### config.mk
export PLATFORM = sky130hd
export DESIGN_NAME = branch_redirect_ctrl
export DESIGN_NICKNAME = d
export VERILOG_FILES = /design/src/rtl/branch_redirect_ctrl_pkg.sv /design/src/rtl/branch_redirect_ctrl_sat_counter.sv /design/src/rtl/branch_redirect_ctrl.sv
export SDC_FILE = /design/constraint.sdc
export NUM_CORES = 1
export LEC_CHECK = 0
export BUFFER_PORTS_ARGS = -buffer_cell sky130_fd_sc_hd__buf_2
export CAP_MARGIN = 0
export CORE_MARGIN = 10
export CORE_UTILIZATION = 40
export CTS_CLUSTER_SIZE = 20
export DETAILED_ROUTE_END_ITERATION = 16
export GPL_TIMING_DRIVEN = 0
export PLACE_DENSITY_LB_ADDON = 0.3
export SLEW_MARGIN = 5
export SYNTH_ARGS = -nofsm -noshare
export SYNTH_HDL_FRONTEND = slang
export SYNTH_SLANG_ARGS = --single-unit
### constraint.sdc
create_clock -name clk -period 3.05 [get_ports clk]
set_input_delay 0.305 -clock clk [delete_from_list [all_inputs] [get_ports clk]]
set_output_delay 0.305 -clock clk [all_outputs]
set_load 0.02 [all_outputs]
### src/rtl/branch_redirect_ctrl_pkg.sv
// Shared definitions for the branch redirect controller and its perf counter.
package branch_redirect_ctrl_pkg;

  // Processor-wide address width.
  localparam int ADDR_W_DEFAULT = 32;

  // Width of the drain countdown; DRAIN_CYCLES must fit in it (0..15).
  localparam int DRAIN_W = 4;

  // Controller states with fixed encodings.
  typedef enum logic [1:0] {
    ST_IDLE     = 2'd0,
    ST_REDIRECT = 2'd1,
    ST_DRAIN    = 2'd2
  } brc_state_e;

endpackage

### src/rtl/branch_redirect_ctrl_sat_counter.sv
// Generic saturating up-counter, reusable for performance counters.
module sat_counter #(
  parameter int W = 16
) (
  input  logic         clk,
  input  logic         rst,
  input  logic         inc_i,
  output logic [W-1:0] cnt_o
);

  logic [W-1:0] cnt_q;
  logic [W-1:0] cnt_d;

  // Increment on request, holding once all-ones is reached.
  always_comb begin
    cnt_d = cnt_q;
    if (inc_i && !(&cnt_q)) begin
      cnt_d = cnt_q + W'(1);
    end
  end

  // Counter register with synchronous reset.
  always_ff @(posedge clk) begin
    if (rst) begin
      cnt_q <= '0;
    end else begin
      cnt_q <= cnt_d;
    end
  end

  assign cnt_o = cnt_q;

endmodule

### src/rtl/branch_redirect_ctrl.sv
// Turns taken execute-stage branches into a held fetch redirect plus a
// flush window covering the redirect and a programmable drain period.
module branch_redirect_ctrl
  import branch_redirect_ctrl_pkg::*;
#(
  parameter int ADDR         = ADDR_W_DEFAULT,
  parameter int DRAIN_CYCLES = 2,
  parameter int CNT_W        = 16
) (
  input  logic             clk,
  input  logic             rst,
  input  logic             ex_valid_i,
  input  logic             branch_i,
  input  logic [ADDR-1:0]  branch_addr_i,
  input  logic             fetch_ready_i,
  output logic             redirect_valid_o,
  output logic [ADDR-1:0]  redirect_addr_o,
  output logic             flush_o,
  output logic             busy_o,
  output logic [CNT_W-1:0] taken_cnt_o
);

  // Value loaded into the drain countdown when fetch accepts the redirect.
  localparam logic [DRAIN_W-1:0] DRAIN_INIT =
    (DRAIN_CYCLES == 0) ? '0 : DRAIN_W'(DRAIN_CYCLES - 1);

  brc_state_e         state_q, state_d;
  logic [ADDR-1:0]    target_q, target_d;
  logic [DRAIN_W-1:0] drain_q, drain_d;
  logic               accept;

  // Next-state, target capture and drain countdown; flush is the registered
  // busy state OR the same-cycle acceptance of a new branch in IDLE.
  always_comb begin
    state_d = state_q;
    target_d = target_q;
    drain_d = drain_q;
    accept = 1'b0;
    case (state_q)
      ST_IDLE: begin
        if (ex_valid_i && branch_i) begin
          accept = 1'b1;
          target_d = branch_addr_i;
          state_d = ST_REDIRECT;
        end
      end
      ST_REDIRECT: begin
        // Request is held unchanged until fetch takes it; younger branches
        // seen here are wrong-path and ignored.
        if (fetch_ready_i) begin
          if (DRAIN_CYCLES == 0) begin
            state_d = ST_IDLE;
          end else begin
            state_d = ST_DRAIN;
            drain_d = DRAIN_INIT;
          end
        end
      end
      ST_DRAIN: begin
        if (drain_q == '0) begin
          state_d = ST_IDLE;
        end else begin
          drain_d = drain_q - DRAIN_W'(1);
        end
      end
      default: begin
        state_d = ST_IDLE;
      end
    endcase
    flush_o = (state_q != ST_IDLE) || accept;
  end

  // Control and target registers; reset drops any pending redirect.
  always_ff @(posedge clk) begin
    if (rst) begin
      state_q <= ST_IDLE;
      target_q <= '0;
      drain_q <= '0;
    end else begin
      state_q <= state_d;
      target_q <= target_d;
      drain_q <= drain_d;
    end
  end

  assign redirect_valid_o = (state_q == ST_REDIRECT);
  assign redirect_addr_o  = target_q;
  assign busy_o           = (state_q != ST_IDLE);

  sat_counter #(
    .W(CNT_W)
  ) u_taken_cnt (
    .clk   (clk),
    .rst   (rst),
    .inc_i (accept),
    .cnt_o (taken_cnt_o)
  );

endmodule

==> flow_metrics.tcl, run 1 <==
set metrics [dict create \
    die_y_um 94.75 \
    gr-usage-met3_pct 6.106 \
    startpoint_type "flop" \
    fin_setup_tns_ns 0 \
    grt_max_degree 17 \
    grt_pass1_wl_um 9811 \
    antenna_found_initial 0 \
    start_util_pct 40.83 \
    hold_viol 0 \
    fmax_ghz 0.5160 \
    ys_async_sr_fraction_pct 0 \
    instances_no_fill 440 \
    first_global_vias 2134 \
    fp.dieW_um 94.75 \
    synth.cell_area_um2 2235 \
    place_inst 432 \
    drc 0 \
    core-area_um2 5473 \
    grt.busiest_layer "met2" \
    yosysWarnings 0 \
    cp_max_fo 5 \
    drv_slew 0 \
    dr.pass1.iters 4 \
    p_leak_nw 1.238 \
    ys.flop_type "dfxtp_1" \
    cts_sinks 54 \
    tightest_slew_ns 0.7739 \
    skew_ns 0.002748 \
    syn_to_final_growth_pct 28.39 \
    maxSlewHeadroom_pct 48.01 \
    place_ws_ns 1.129 \
    via_per_inst 4.991 \
    outcome "completed" \
    row_count 27 \
    layout-drive-gt1-share_pct 29.08 \
    power_mw 1.384 \
    htree_levels 2 \
    cts_resized 0 \
    finalCoreUtilization_pct 52.42 \
    cts-root-buf "clkbuf_8" \
    syn_nets 312 \
    portBuffers 87 \
    gp_congestion 0.8332 \
    wl_per_cell_um 14.13 \
    overflow 0 \
    maxCapViolCount 0 \
    period_minus_slack_ns 1.938 \
    required_ns 3.25 \
    ios 88 \
    rsz0062_at_grt "false" \
    max-vdd-ir-drop_v 0.0003566 \
    hpwl_um 4718 \
    fin_nets 406 \
    clkTransAtPathRegs_ns 0.09 \
    min_path_type "primary input to flop" \
    endpoint_kind "flop" \
    tritoncts "built" \
    yosysSeqAreaShare_pct 48.38 \
    syn-mean-instance-area_um2 8.186 \
    ys_types 36 \
    synth_edf_count 0 \
    grtUsageTotal_pct 13.29 \
    antenna_cells 0 \
    clk_latency_ns 0.31 \
    arrival_ns 2.14 \
    num_vias 2196 \
    p_per_area_nw_per_um2 482.3 \
    ys_ff_latch 54 \
    cts_buffers 5 \
    dieArea_um2 8977 \
    setup_slack_ns 1.112 \
    critPathKind "flop to flop" \
    cts_setup_buffers 0 \
    postRouteAntennaNets 0 \
    hold_buffers 0 \
    drt-initial-drc-count 119 \
    synthCells 273 \
    post-route-period-util_pct 63.54 \
    setup_viol 0 \
    wl_um 6219 \
    grtUsageMet1_pct 14.89 \
    use_met2_pct 21.85 \
    cts_buffer_depth 2 \
]
## worst max-delay path, cell delays in order, from the launching register on
cell and delay (ns):
dfxtp_1 0.45, ha_1 0.27, and3_1 0.27, nand4_1 0.16, nor4_1 0.33, mux2_2 0.37
## state kept, by name, indices dropped and copies added (netlist names)
| signal | cells |
|---|---|
| redirect_addr_o | 32 |
| u_taken_cnt.cnt_o | 16 |
| drain_q | 4 |
| state_q | 2 |
## routing by layer
layer  share of wire [%]  vias up
met5                   0        -
met4                 1.3        0
met3                  10        6
met2                  47       65
met1                  42      994
li1                    -     1131
## final cells by class
type	instances	area, um2
Sequential cell	54	1081
Buffer	13	56.30
Inverter	7	26.28
Tap cell	72	90.09
Clock inverter	3	40.04
Fill cell	554	2604
Timing Repair Buffer	87	435.4
Multi-Input combinational cell	199	1071
Clock buffer	5	68.82
## layout by cell type (no fill, tap or decap), types with 3 or more instances in the layout
cell      instances
a21oi_1          47
and4_1            3
buf_2            90
clkbuf_1          9
clkbuf_8          5
dfxtp_1          54
inv_1             7
nand2_1          71
nand3_1           7
nand4_1           7
nor2_1            8
nor2b_1           3
nor3_1            4
o21ai_0           8
o31ai_1           5
or3_1             5
or4_1             5
## power breakdown
group | switching (mW) | leakage (nW) | internal [mW]
logic | 0.104 | 0.741 | 0.0617
clock network | 0.234 | 0.0579 | 0.242
registers | 0.0131 | 0.439 | 0.729
total | 0.351 | 1.24 | 1.03
## Yosys cell counts (3+ instances only)
cell type / instances / area (um2)
nand2_1: 71 / 266.5
dfxtp_1: 54 / 1081
a21oi_1: 47 / 235.2
clkbuf_1: 9 / 33.78
nor2_1: 8 / 30.03
o21ai_0: 8 / 40.04
inv_1: 7 / 26.28
nand3_1: 7 / 35.03
nand4_1: 7 / 43.79
o31ai_1: 5 / 37.54
or3_1: 5 / 31.28
or4_1: 5 / 37.54
nor3_1: 4 / 20.02
and4_1: 3 / 26.28
buf_2: 3 / 15.01
nor2b_1: 3 / 18.77
## worst paths after layout
path / start / to / slack (ns) / cells past startpoint
setup / recovery: u_taken_cnt.cnt_o[1] / u_taken_cnt.cnt_o[14] / 1.11 / 5
hold / removal: branch_addr_i[21] / redirect_addr_o[21] / 0.22 / 3
setup reg to reg: u_taken_cnt.cnt_o[1] / u_taken_cnt.cnt_o[14] / 1.11 / 5
hold reg to reg: redirect_addr_o[19] / redirect_addr_o[19] / 0.46 / 2
## logic make-up (layout without fill, tap and decap cells)
family | Yosys count | after routing | synth area share (%)
multiplexers | 3 | 3 | 1.456
buffers and inverters | 20 | 115 | 3.695
flip-flops | 54 | 54 | 48.38
AO/OA/AOI/OAI | 66 | 66 | 16.13
adder cells (fa/ha/maj) | 2 | 2 | 1.120
XOR/XNOR | 3 | 3 | 1.176
AND/OR/NAND/NOR | 125 | 125 | 28.05
## stage by stage
| stage | instance area [um2] | hold WS [ns] |
|---|---|---|
| after floorplan | 2235 | 0.4410 |
| after global placement | 2760 | 0.4395 |
| after detailed placement | 2760 | 0.4446 |
| after CTS | 2869 | 0.2155 |
| after global routing | 2869 | 0.2228 |
| final | 2869 | 0.2232 |
(Power assumes the default switching activity.)
==> run 2, diff against run 1 <==
Clock period 3.05 ns to 1.9 ns, I/O delays scaled along.
==> flow_metrics.tcl, run 2 (same netlist as run 1, synthesis figures left out) <==
set metrics [dict create \
    via_per_inst 4.937 \
    grt_max_degree 17 \
    max-vdd-ir-drop_v 0.0005766 \
    antenna_cells 0 \
    clkTransAtPathRegs_ns 0.10 \
    final_common_cell "buf_2" \
    place_ws_ns -0.02091 \
    power_mw 2.225 \
    dieArea_um2 8977 \
    place_inst 432 \
    nFillCells 550 \
    place_area_um2 2760 \
    rrSetupSlack_ns 0.12 \
    num_vias 2177 \
    critPathKind "flop to flop" \
    layout_common_cells "90 x buf_2, 71 x nand2_1, 52 x dfxtp_1" \
    seqCellArea_um2 1084 \
    holdPathEnd "redirect_addr_o[21]" \
    core-area_um2 5473 \
    reg2reg_from "u_taken_cnt.cnt_o[0]" \
    period_minus_slack_ns 1.780 \
    finalCoreUtilization_pct 52.88 \
    htree_levels 2 \
    instances_no_fill 441 \
    fmax_ghz 0.5617 \
    postRouteAntennaNets 0 \
    multi_input_area_um2 1086 \
    wl_per_cell_um 14.16 \
    min_path_type "primary input to flop" \
    required_ns 2.10 \
    p_per_area_nw_per_um2 768.8 \
    layout-drive-gt1-share_pct 30.89 \
    dr.pass1.iters 4 \
    skew_ns 0.004352 \
    fin_area_um2 2894 \
    start_util_pct 40.83 \
    fin_setup_tns_ns 0 \
    tritoncts "built" \
    hold_slack_ns 0.1070 \
    cp_max_fo 6 \
    maxSlewHeadroom_pct 63.89 \
    outcome "completed" \
    cts-root-buf "clkbuf_8" \
    largest_reg_flops 32 \
    setup_slack_ns 0.1198 \
    clk_latency_ns 0.31 \
    grtUsageTotal_pct 13.27 \
    row_count 27 \
    grt_pass1_wl_um 9798 \
    hold_viol 0 \
    antenna_found_initial 0 \
    hold_depth 3 \
    p_leak_nw 1.241 \
    drt-initial-drc-count 104 \
    rsz0062_at_grt "false" \
    r2r-end "u_taken_cnt.cnt_o[14]" \
    syn_to_final_growth_pct 29.51 \
    hp-start "branch_addr_i[21]" \
    maxCapViolCount 0 \
    cts_sinks 54 \
    cts_buffers 5 \
    fp.dieW_um 94.75 \
    startpoint_type "flop" \
    hpwl_um 4718 \
    tightest_slew_ns 0.5417 \
    cts_buffer_depth 2 \
    wl_um 6246 \
    die_y_um 94.75 \
    drv_slew 0 \
    gp_congestion 0.8332 \
    ios 88 \
    first_global_vias 2133 \
    endpoint_kind "flop" \
    post-route-period-util_pct 93.70 \
    fin_nets 407 \
    drc 0 \
    overflow 0 \
    setup_viol 0 \
    portBuffers 87 \
    arrival_ns 1.98 \
    ff2ff_path_depth 5 \
]
[run 2: worst max-delay path, stage by stage (launching register included)]
cell and delay [ns]:
dfxtp_2 0.40, ha_2 0.23, and3_2 0.24, nand4_1 0.16, nor4_2 0.30, mux2_2 0.36
[run 2: per-layer routing]
| metal | vias to the layer above | share of wire [%] | global-route usage, % |
|---|---|---|---|
| met2 | 60 | 46 | 21.85 |
| met5 | - | 0 | 0 |
| li1 | 1133 | - | - |
| met4 | 0 | 1.3 | 4.613 |
| met1 | 978 | 42 | 14.85 |
| met3 | 6 | 10 | 6.106 |
[run 2: final cells by class]
| class | instances | share of cell area (%) |
|---|---|---|
| clock buffers | 5 | 2.378 |
| clock inverters | 3 | 1.383 |
| flip-flops and latches | 54 | 37.44 |
| multi-input cells | 199 | 37.53 |
| plain buffers | 13 | 1.946 |
| inverters | 7 | 0.9079 |
| well taps | 72 | 3.113 |
| repair buffers | 88 | 15.30 |
[run 2: power by group]
part           switching [mW]  internal [mW]
clock                   0.379          0.389
combinational           0.167         0.0992
sequential             0.0210           1.17
[run 2: worst max-delay path by stage]
stage / endpoint / startpoint / cells after the start / slack [ns]
global placement: u_taken_cnt.cnt_o[14] / u_taken_cnt.cnt_o[0] / 5 / -0.04
finish: u_taken_cnt.cnt_o[14] / u_taken_cnt.cnt_o[0] / 5 / 0.12
CTS: u_taken_cnt.cnt_o[14] / u_taken_cnt.cnt_o[1] / 5 / 0.02
floorplan: u_taken_cnt.cnt_o[14] / u_taken_cnt.cnt_o[0] / 5 / 0.06
detailed placement: u_taken_cnt.cnt_o[14] / u_taken_cnt.cnt_o[0] / 5 / -0.02
global route: u_taken_cnt.cnt_o[14] / u_taken_cnt.cnt_o[0] / 5 / 0.03
[run 2: what timing repair did]
| item | CTS | global route |
|---|---|---|
| hold buffers | 0 | 0 |
| pin swaps | 0 | 0 |
| setup buffers | 0 | 1 |
| endpoints found under the setup margin | 2 | 7 |
| gates resized for setup | 3 | 3 |
